<file path="src/rtl/synchronous_fifo_flags_if.sv">
// Handshake and status bundle for the single-clock flagged FIFO.
// The FIFO takes the slave side and the producer/consumer takes the master side.
interface synchronous_fifo_flags_if #(
  parameter int G_WIDTH = 8,
  parameter int G_DEPTH = 4
);
  logic               i_clr;
  logic               i_wr;
  logic [G_WIDTH-1:0] i_data;
  logic               i_rd;
  logic [G_WIDTH-1:0] o_data;
  logic               o_valid;
  logic               o_full;
  logic               o_empty;
  logic               o_almost_full;
  logic               o_almost_empty;
  logic [G_DEPTH:0]   o_fill;
  logic               o_overflow;
  logic               o_underflow;

  modport slave (
    input  i_clr, i_wr, i_data, i_rd,
    output o_data, o_valid, o_full, o_empty, o_almost_full, o_almost_empty,
           o_fill, o_overflow, o_underflow
  );

  modport master (
    output i_clr, i_wr, i_data, i_rd,
    input  o_data, o_valid, o_full, o_empty, o_almost_full, o_almost_empty,
           o_fill, o_overflow, o_underflow
  );
endinterface

</file>
<file path="src/rtl/synchronous_fifo_flags.sv">
// Single-clock FIFO with a registered fill counter, threshold flags, flush and
// overflow/underflow pulses; standard registered-read or first-word-fall-through.
module synchronous_fifo_flags #(
  parameter int G_WIDTH  = 8,
  parameter int G_DEPTH  = 4,
  parameter int G_FWFT   = 0,
  parameter int G_AFULL  = 12,
  parameter int G_AEMPTY = 4
) (
  input  logic                   i_clk,
  input  logic                   i_rst_n,
  synchronous_fifo_flags_if.slave bus
);
  localparam int               PW        = G_DEPTH + 1;
  localparam logic [PW-1:0]    ONE       = PW'(1);
  localparam logic [PW-1:0]    NWORDS    = PW'(2 ** G_DEPTH);
  localparam logic [PW-1:0]    AFULL_TH  = PW'(G_AFULL);
  localparam logic [PW-1:0]    AEMPTY_TH = PW'(G_AEMPTY);

  logic [G_WIDTH-1:0] mem_q [2**G_DEPTH];
  logic [PW-1:0]      wr_ptr_q, wr_ptr_d, rd_ptr_q, rd_ptr_d, fill_q, fill_d;
  logic               full_q, full_d, empty_q, empty_d;
  logic               afull_q, afull_d, aempty_q, aempty_d;
  logic               ovf_q, ovf_d, unf_q, unf_d;
  logic               rd_ok, wr_ok;
  logic [G_WIDTH-1:0] head;

  always_comb begin
    rd_ok    = bus.i_rd && !empty_q && !bus.i_clr;
    // A read in the same cycle frees the slot a write into a full FIFO needs.
    wr_ok    = bus.i_wr && (!full_q || rd_ok) && !bus.i_clr;
    ovf_d    = bus.i_wr && !wr_ok && !bus.i_clr;
    unf_d    = bus.i_rd && !rd_ok && !bus.i_clr;
    wr_ptr_d = wr_ptr_q;
    rd_ptr_d = rd_ptr_q;
    fill_d   = fill_q;
    if (bus.i_clr) begin
      wr_ptr_d = '0;
      rd_ptr_d = '0;
      fill_d   = '0;
    end else begin
      if (wr_ok) wr_ptr_d = wr_ptr_q + ONE;
      if (rd_ok) rd_ptr_d = rd_ptr_q + ONE;
      if (wr_ok && !rd_ok)      fill_d = fill_q + ONE;
      else if (rd_ok && !wr_ok) fill_d = fill_q - ONE;
    end
    full_d   = (fill_d == NWORDS);
    empty_d  = (fill_d == '0);
    afull_d  = (fill_d >= AFULL_TH);
    aempty_d = (fill_d <= AEMPTY_TH);
  end

  always_ff @(posedge i_clk or negedge i_rst_n) begin
    if (!i_rst_n) begin
      wr_ptr_q <= '0;
      rd_ptr_q <= '0;
      fill_q   <= '0;
      full_q   <= 1'b0;
      empty_q  <= 1'b1;
      afull_q  <= 1'b0;
      aempty_q <= 1'b1;
      ovf_q    <= 1'b0;
      unf_q    <= 1'b0;
    end else begin
      wr_ptr_q <= wr_ptr_d;
      rd_ptr_q <= rd_ptr_d;
      fill_q   <= fill_d;
      full_q   <= full_d;
      empty_q  <= empty_d;
      afull_q  <= afull_d;
      aempty_q <= aempty_d;
      ovf_q    <= ovf_d;
      unf_q    <= unf_d;
    end
  end

  // Storage carries no reset; only the pointers decide what is live.
  always_ff @(posedge i_clk) begin
    if (wr_ok) mem_q[wr_ptr_q[G_DEPTH-1:0]] <= bus.i_data;
  end

  assign head = mem_q[rd_ptr_q[G_DEPTH-1:0]];

  if (G_FWFT != 0) begin : g_fwft
    assign bus.o_data  = head;
    assign bus.o_valid = !empty_q;
  end else begin : g_std
    logic [G_WIDTH-1:0] data_q;
    logic               valid_q;

    always_ff @(posedge i_clk or negedge i_rst_n) begin
      if (!i_rst_n) begin
        data_q  <= '0;
        valid_q <= 1'b0;
      end else begin
        valid_q <= rd_ok;
        if (rd_ok) data_q <= head;
      end
    end

    assign bus.o_data  = data_q;
    assign bus.o_valid = valid_q;
  end

  assign bus.o_fill         = fill_q;
  assign bus.o_full         = full_q;
  assign bus.o_empty        = empty_q;
  assign bus.o_almost_full  = afull_q;
  assign bus.o_almost_empty = aempty_q;
  assign bus.o_overflow     = ovf_q;
  assign bus.o_underflow    = unf_q;
endmodule

</file>
<file path="src/flat_wrapper.sv">
// flat-port wrapper written by rule: the top's interface ports become plain ports
module synchronous_fifo_flags_flat 
#(
  parameter int G_WIDTH  = 8,
  parameter int G_DEPTH  = 4,
  parameter int G_FWFT   = 0,
  parameter int G_AFULL  = 12,
  parameter int G_AEMPTY = 4
)
  (i_clk, i_rst_n, bus_i_clr, bus_i_wr, bus_i_data, bus_i_rd, bus_o_data, bus_o_valid, bus_o_full, bus_o_empty, bus_o_almost_full, bus_o_almost_empty, bus_o_fill, bus_o_overflow, bus_o_underflow);
  synchronous_fifo_flags_if #(.G_WIDTH(G_WIDTH), .G_DEPTH(G_DEPTH)) bus_i ();
  input  logic i_clk;
  input  logic i_rst_n;
  input wire logic [$bits(bus_i.i_clr)-1:0] bus_i_clr;
  input wire logic [$bits(bus_i.i_wr)-1:0] bus_i_wr;
  input wire logic [$bits(bus_i.i_data)-1:0] bus_i_data;
  input wire logic [$bits(bus_i.i_rd)-1:0] bus_i_rd;
  output wire logic [$bits(bus_i.o_data)-1:0] bus_o_data;
  output wire logic [$bits(bus_i.o_valid)-1:0] bus_o_valid;
  output wire logic [$bits(bus_i.o_full)-1:0] bus_o_full;
  output wire logic [$bits(bus_i.o_empty)-1:0] bus_o_empty;
  output wire logic [$bits(bus_i.o_almost_full)-1:0] bus_o_almost_full;
  output wire logic [$bits(bus_i.o_almost_empty)-1:0] bus_o_almost_empty;
  output wire logic [$bits(bus_i.o_fill)-1:0] bus_o_fill;
  output wire logic [$bits(bus_i.o_overflow)-1:0] bus_o_overflow;
  output wire logic [$bits(bus_i.o_underflow)-1:0] bus_o_underflow;
  assign bus_i.i_clr = bus_i_clr;
  assign bus_i.i_wr = bus_i_wr;
  assign bus_i.i_data = bus_i_data;
  assign bus_i.i_rd = bus_i_rd;
  assign bus_o_data = bus_i.o_data;
  assign bus_o_valid = bus_i.o_valid;
  assign bus_o_full = bus_i.o_full;
  assign bus_o_empty = bus_i.o_empty;
  assign bus_o_almost_full = bus_i.o_almost_full;
  assign bus_o_almost_empty = bus_i.o_almost_empty;
  assign bus_o_fill = bus_i.o_fill;
  assign bus_o_overflow = bus_i.o_overflow;
  assign bus_o_underflow = bus_i.o_underflow;
  synchronous_fifo_flags #(.G_WIDTH(G_WIDTH), .G_DEPTH(G_DEPTH), .G_FWFT(G_FWFT), .G_AFULL(G_AFULL), .G_AEMPTY(G_AEMPTY)) u_core (.i_clk(i_clk), .i_rst_n(i_rst_n), .bus(bus_i));
endmodule
</file>
<file path="config.mk">
export PLATFORM = sky130hd
export DESIGN_NAME = synchronous_fifo_flags_flat
export DESIGN_NICKNAME = d
export VERILOG_FILES = /design/src/rtl/synchronous_fifo_flags_if.sv /design/src/rtl/synchronous_fifo_flags.sv /design/src/flat_wrapper.sv
export SDC_FILE = /design/constraint.sdc
export NUM_CORES = 1
export LEC_CHECK = 0
export CORE_MARGIN = 2
export CORE_UTILIZATION = 35
export CTS_CLUSTER_SIZE = 24
export DETAILED_ROUTE_END_ITERATION = 6
export PLACE_DENSITY = 0.6
export SLEW_MARGIN = 20
export SYNTH_ARGS = -nofsm -noshare
export SYNTH_HDL_FRONTEND = slang
export SYNTH_SLANG_ARGS = --single-unit
</file>
<file path="constraint.sdc">
create_clock -name i_clk -period 2.7 [get_ports i_clk]
set_input_delay 0.81 -clock i_clk [delete_from_list [all_inputs] [get_ports i_clk]]
set_output_delay 0.81 -clock i_clk [all_outputs]
set_load 0.05 [all_outputs]
</file>
==> impl_results.md <==
- Synth Net Count: 355
- Main synth FF type: edfxtp_1
- Timing endpoint of the critical path: bus_o_empty
- Cell area after layout: 0.007655 mm²
- Core region area: 0.01742 mm²
- Final HPWL DP: 7930 µm
- RR Endpoint: u_core.bus.o_data[7]
- Fraction of registers with async set/reset: 0.1795
- Crit path time final: 2.615 ns
- Post-CTS setup buffers: 0
- DRT antenna net count: 0
- Minimum hold slack: 0.5292 ns
- # Max-Cap Violations: 0
- RSZ-0062 raised after global routing: no
- Slowest stage delay, CP: 0.81 ns
- Cell count along the critical path: 1
- Post-Synthesis Cells: 335
- Critical R2R Launch: u_core.rd_ptr_q[0]
- Final setup vio count: 0
- Reg-to-reg slack, setup: 0.71 ns
- Number of global-route vias before repair: 3,335
- Clock buffer count from CTS: 17
- H-tree levels: 4
- Max Transition Viols Final: 0
- Max FO, Critical Path: 6
- PortBufs: 32
- CP max-delay cell: clkdlybuf4s50_1
- Clock Latency Late Sink: 0.42 ns
- Die X: 137.8 µm
- Final hold violation count: 0
- GRT overflow: 0
- CTS root buffer: clkbuf_16
- Io pins: 33
- Crit path kind: flop to output pin
- Clk sink count: 156
- WP buf/inv: 1
- Critical Path Start Type: flop
- Clock Skew: 0.006062 ns
- Layout cell share with drive strength beyond 1: 0.2816
- Die area: 0.01899 mm²
- Total length of routed wires: 11,890 µm
- Nets: 426
- Layout Cells excl Fill: 644
- Initial DRC Count: 180
- Routability congestion estimate: 0.7796
- Post-Place Cells: 612
- Chip height: 137.8 µm
- First-pass GRT wire length: 18,490 µm
- Post-synth EDFFs: 128
- HP Class: flop to flop
- Yosys warnings: 0
- Seq/Total Area, Yosys: 0.7255
- Initial antenna violation count: 0
- Setup crit end kind: output pin
- CP required: 1.89 ns
- Routed wire length per instance: 18.47 µm
- Std-Cell Rows: 48
- Initial Utilization: 0.3598
- Max VDD drop: 0.4035 mV
- Launch point of the worst path: u_core.bus.o_empty
- Reg clk slew, reported paths: 0.06 ns
- Largest net degree at the start of global routing: 29
- #FFs+latches synth: 156
- P_leak: 2.605 nW
- Tcrit/Tclk final: 0.9686
- TritonCTS clock tree: built
- Arrival @ worst endpoint: 1.81 ns
- Clock buffer depth: 2
- Max-slew headroom: 0.5991
- Maximum clock rate: 382.4 MHz
- Number of diodes: 0
- Mean post-synth cell area: 18.71 µm²
- Critical-path cell list: clkdlybuf4s50_1
- Placed Area: 0.007068 mm²
- Family with the most delay on the worst path: buffers and inverters
- Pwr Density: 863.6 mW/mm²
- Router iterations before antenna repair: 4
- Post-route DRC: 0
- Status: complete, no violations
- R2R depth: 4
- Area growth, synth to finish: 22.14%
- Via density: 4.880
- Synth Cell Area: 0.006267 mm²
- Worst Max-Slew Pin Slew: 0.5994 ns
- Gr usage total: 0.1375
- Yosys cell types: 46
- Via Count: 3,143
worst register-to-register path, cell delays in order, from the launching register on:
cell     delay, ns
dfrtp_2       0.57
buf_4         0.42
mux4_2        0.59
mux2i_1       0.20
a21oi_1       0.09
worst min-delay path by stage:
stage                            start                        to  slack (ns)  cells after the start
floorplan                      i_rst_n  u_core.bus.o_almost_full        0.51                      0
global placement    u_core.bus.o_empty    u_core.bus.o_underflow        0.51                      2
detailed placement  u_core.bus.o_empty    u_core.bus.o_underflow        0.52                      2
CTS                 u_core.bus.o_empty    u_core.bus.o_underflow        0.53                      2
global route        u_core.bus.o_empty    u_core.bus.o_underflow        0.54                      2
finish              u_core.bus.o_empty    u_core.bus.o_underflow        0.53                      2
stage by stage:
| stage | setup slack [ns] | util | TNS [ns] | power (W) |
|---|---|---|---|---|
| after detailed placement | -0.2756 | 0.4058 | -6.085 | 0.004359 |
| after CTS | 0.04941 | 0.4394 | 0 | 0.006685 |
| after global placement | -0.1325 | 0.4058 | -4.399 | 0.004335 |
| after floorplan | 0.1098 | - | 0 | 0.003862 |
| final | 0.08465 | 0.4395 | 0 | 0.006611 |
| after global routing | 0.03077 | 0.4395 | 0 | 0.006867 |
cells in the final DEF, fill, tap and decap left out, types with 4 or more instances in the layout:
master,Yosys,layout
ha_1,7,7
nand2_1,10,10
clkdlybuf4s50_1,0,31
xor2_1,4,4
edfxtp_1,128,128
o22ai_1,8,8
nor2_1,26,26
nand2b_1,7,7
clkbuf_16,0,17
dfrtp_1,26,25
mux4_2,32,32
mux2i_1,9,9
inv_1,5,5
buf_4,4,35
mux2_2,8,8
a21oi_1,13,13
Yosys cell counts (6+ instances only):
master / n / share of area
a21oi_1: 13 / 0.010
buf_2: 6 / 0.0048
dfrtp_1: 26 / 0.10
edfxtp_1: 128 / 0.61
ha_1: 7 / 0.014
mux2_2: 8 / 0.014
mux2i_1: 9 / 0.014
mux4_2: 32 / 0.11
nand2_1: 10 / 0.0060
nand2b_1: 7 / 0.0070
nor2_1: 26 / 0.016
o22ai_1: 8 / 0.0080
sequential cells by signal (all words and copies together), names as in the netlist:
register	flops
u_core.bus.o_fill	5
u_core.bus.o_underflow	1
u_core.rd_ptr_q	4
u_core.bus.o_almost_full	1
u_core.bus.o_data	8
u_core.mem_q	128
u_core.wr_ptr_q	4
u_core.bus.o_valid	1
u_core.bus.o_empty	1
u_core.bus.o_overflow	1
u_core.bus.o_full	1
u_core.bus.o_almost_empty	1
kinds of logic (layout without fill, tap and decap cells):
family	Yosys count	count (layout)	synth area share
multiplexers	51	51	0.1495
adder cells (fa/ha/maj)	7	7	0.01397
flip-flops	156	156	0.7255
AO/OA/AOI/OAI	32	32	0.03434
XOR/XNOR	7	7	0.009783
buffers and inverters	22	106	0.01797
AND/OR/NAND/NOR	60	60	0.04891
what timing repair did:
action | 4_1_cts | 5_1_grt
endpoints found under the setup margin | 0 | 1
hold buffers | 0 | 0
gates resized for setup | 0 | 1
power by group:
part           internal, W  switching, W
logic             0.000596      0.000792
registers          0.00275      0.000150
clock network      0.00140      0.000924
total              0.00475       0.00187
per-layer routing:
| metal | vias up | track usage | routed length [µm] |
|---|---|---|---|
| met5 | - | 0 | 0 |
| met4 | 0 | 0.06916 | 340 |
| met3 | 24 | 0.03201 | 296 |
| met2 | 46 | 0.2219 | 6014 |
| met1 | 1603 | 0.1746 | 5241 |
| li1 | 1470 | - | - |
area by class of cell:
type / instances / area, µm²
Clock buffer: 21 / 450.4
Clock inverter: 11 / 133.9
Fill cell: 1507 / 9762
Inverter: 6 / 22.52
Multi-Input combinational cell: 157 / 1613
Sequential cell: 156 / 4548
Tap cell: 225 / 281.5
Timing Repair Buffer: 68 / 605.6
Note: power is estimated with default switching activity, not from simulation.
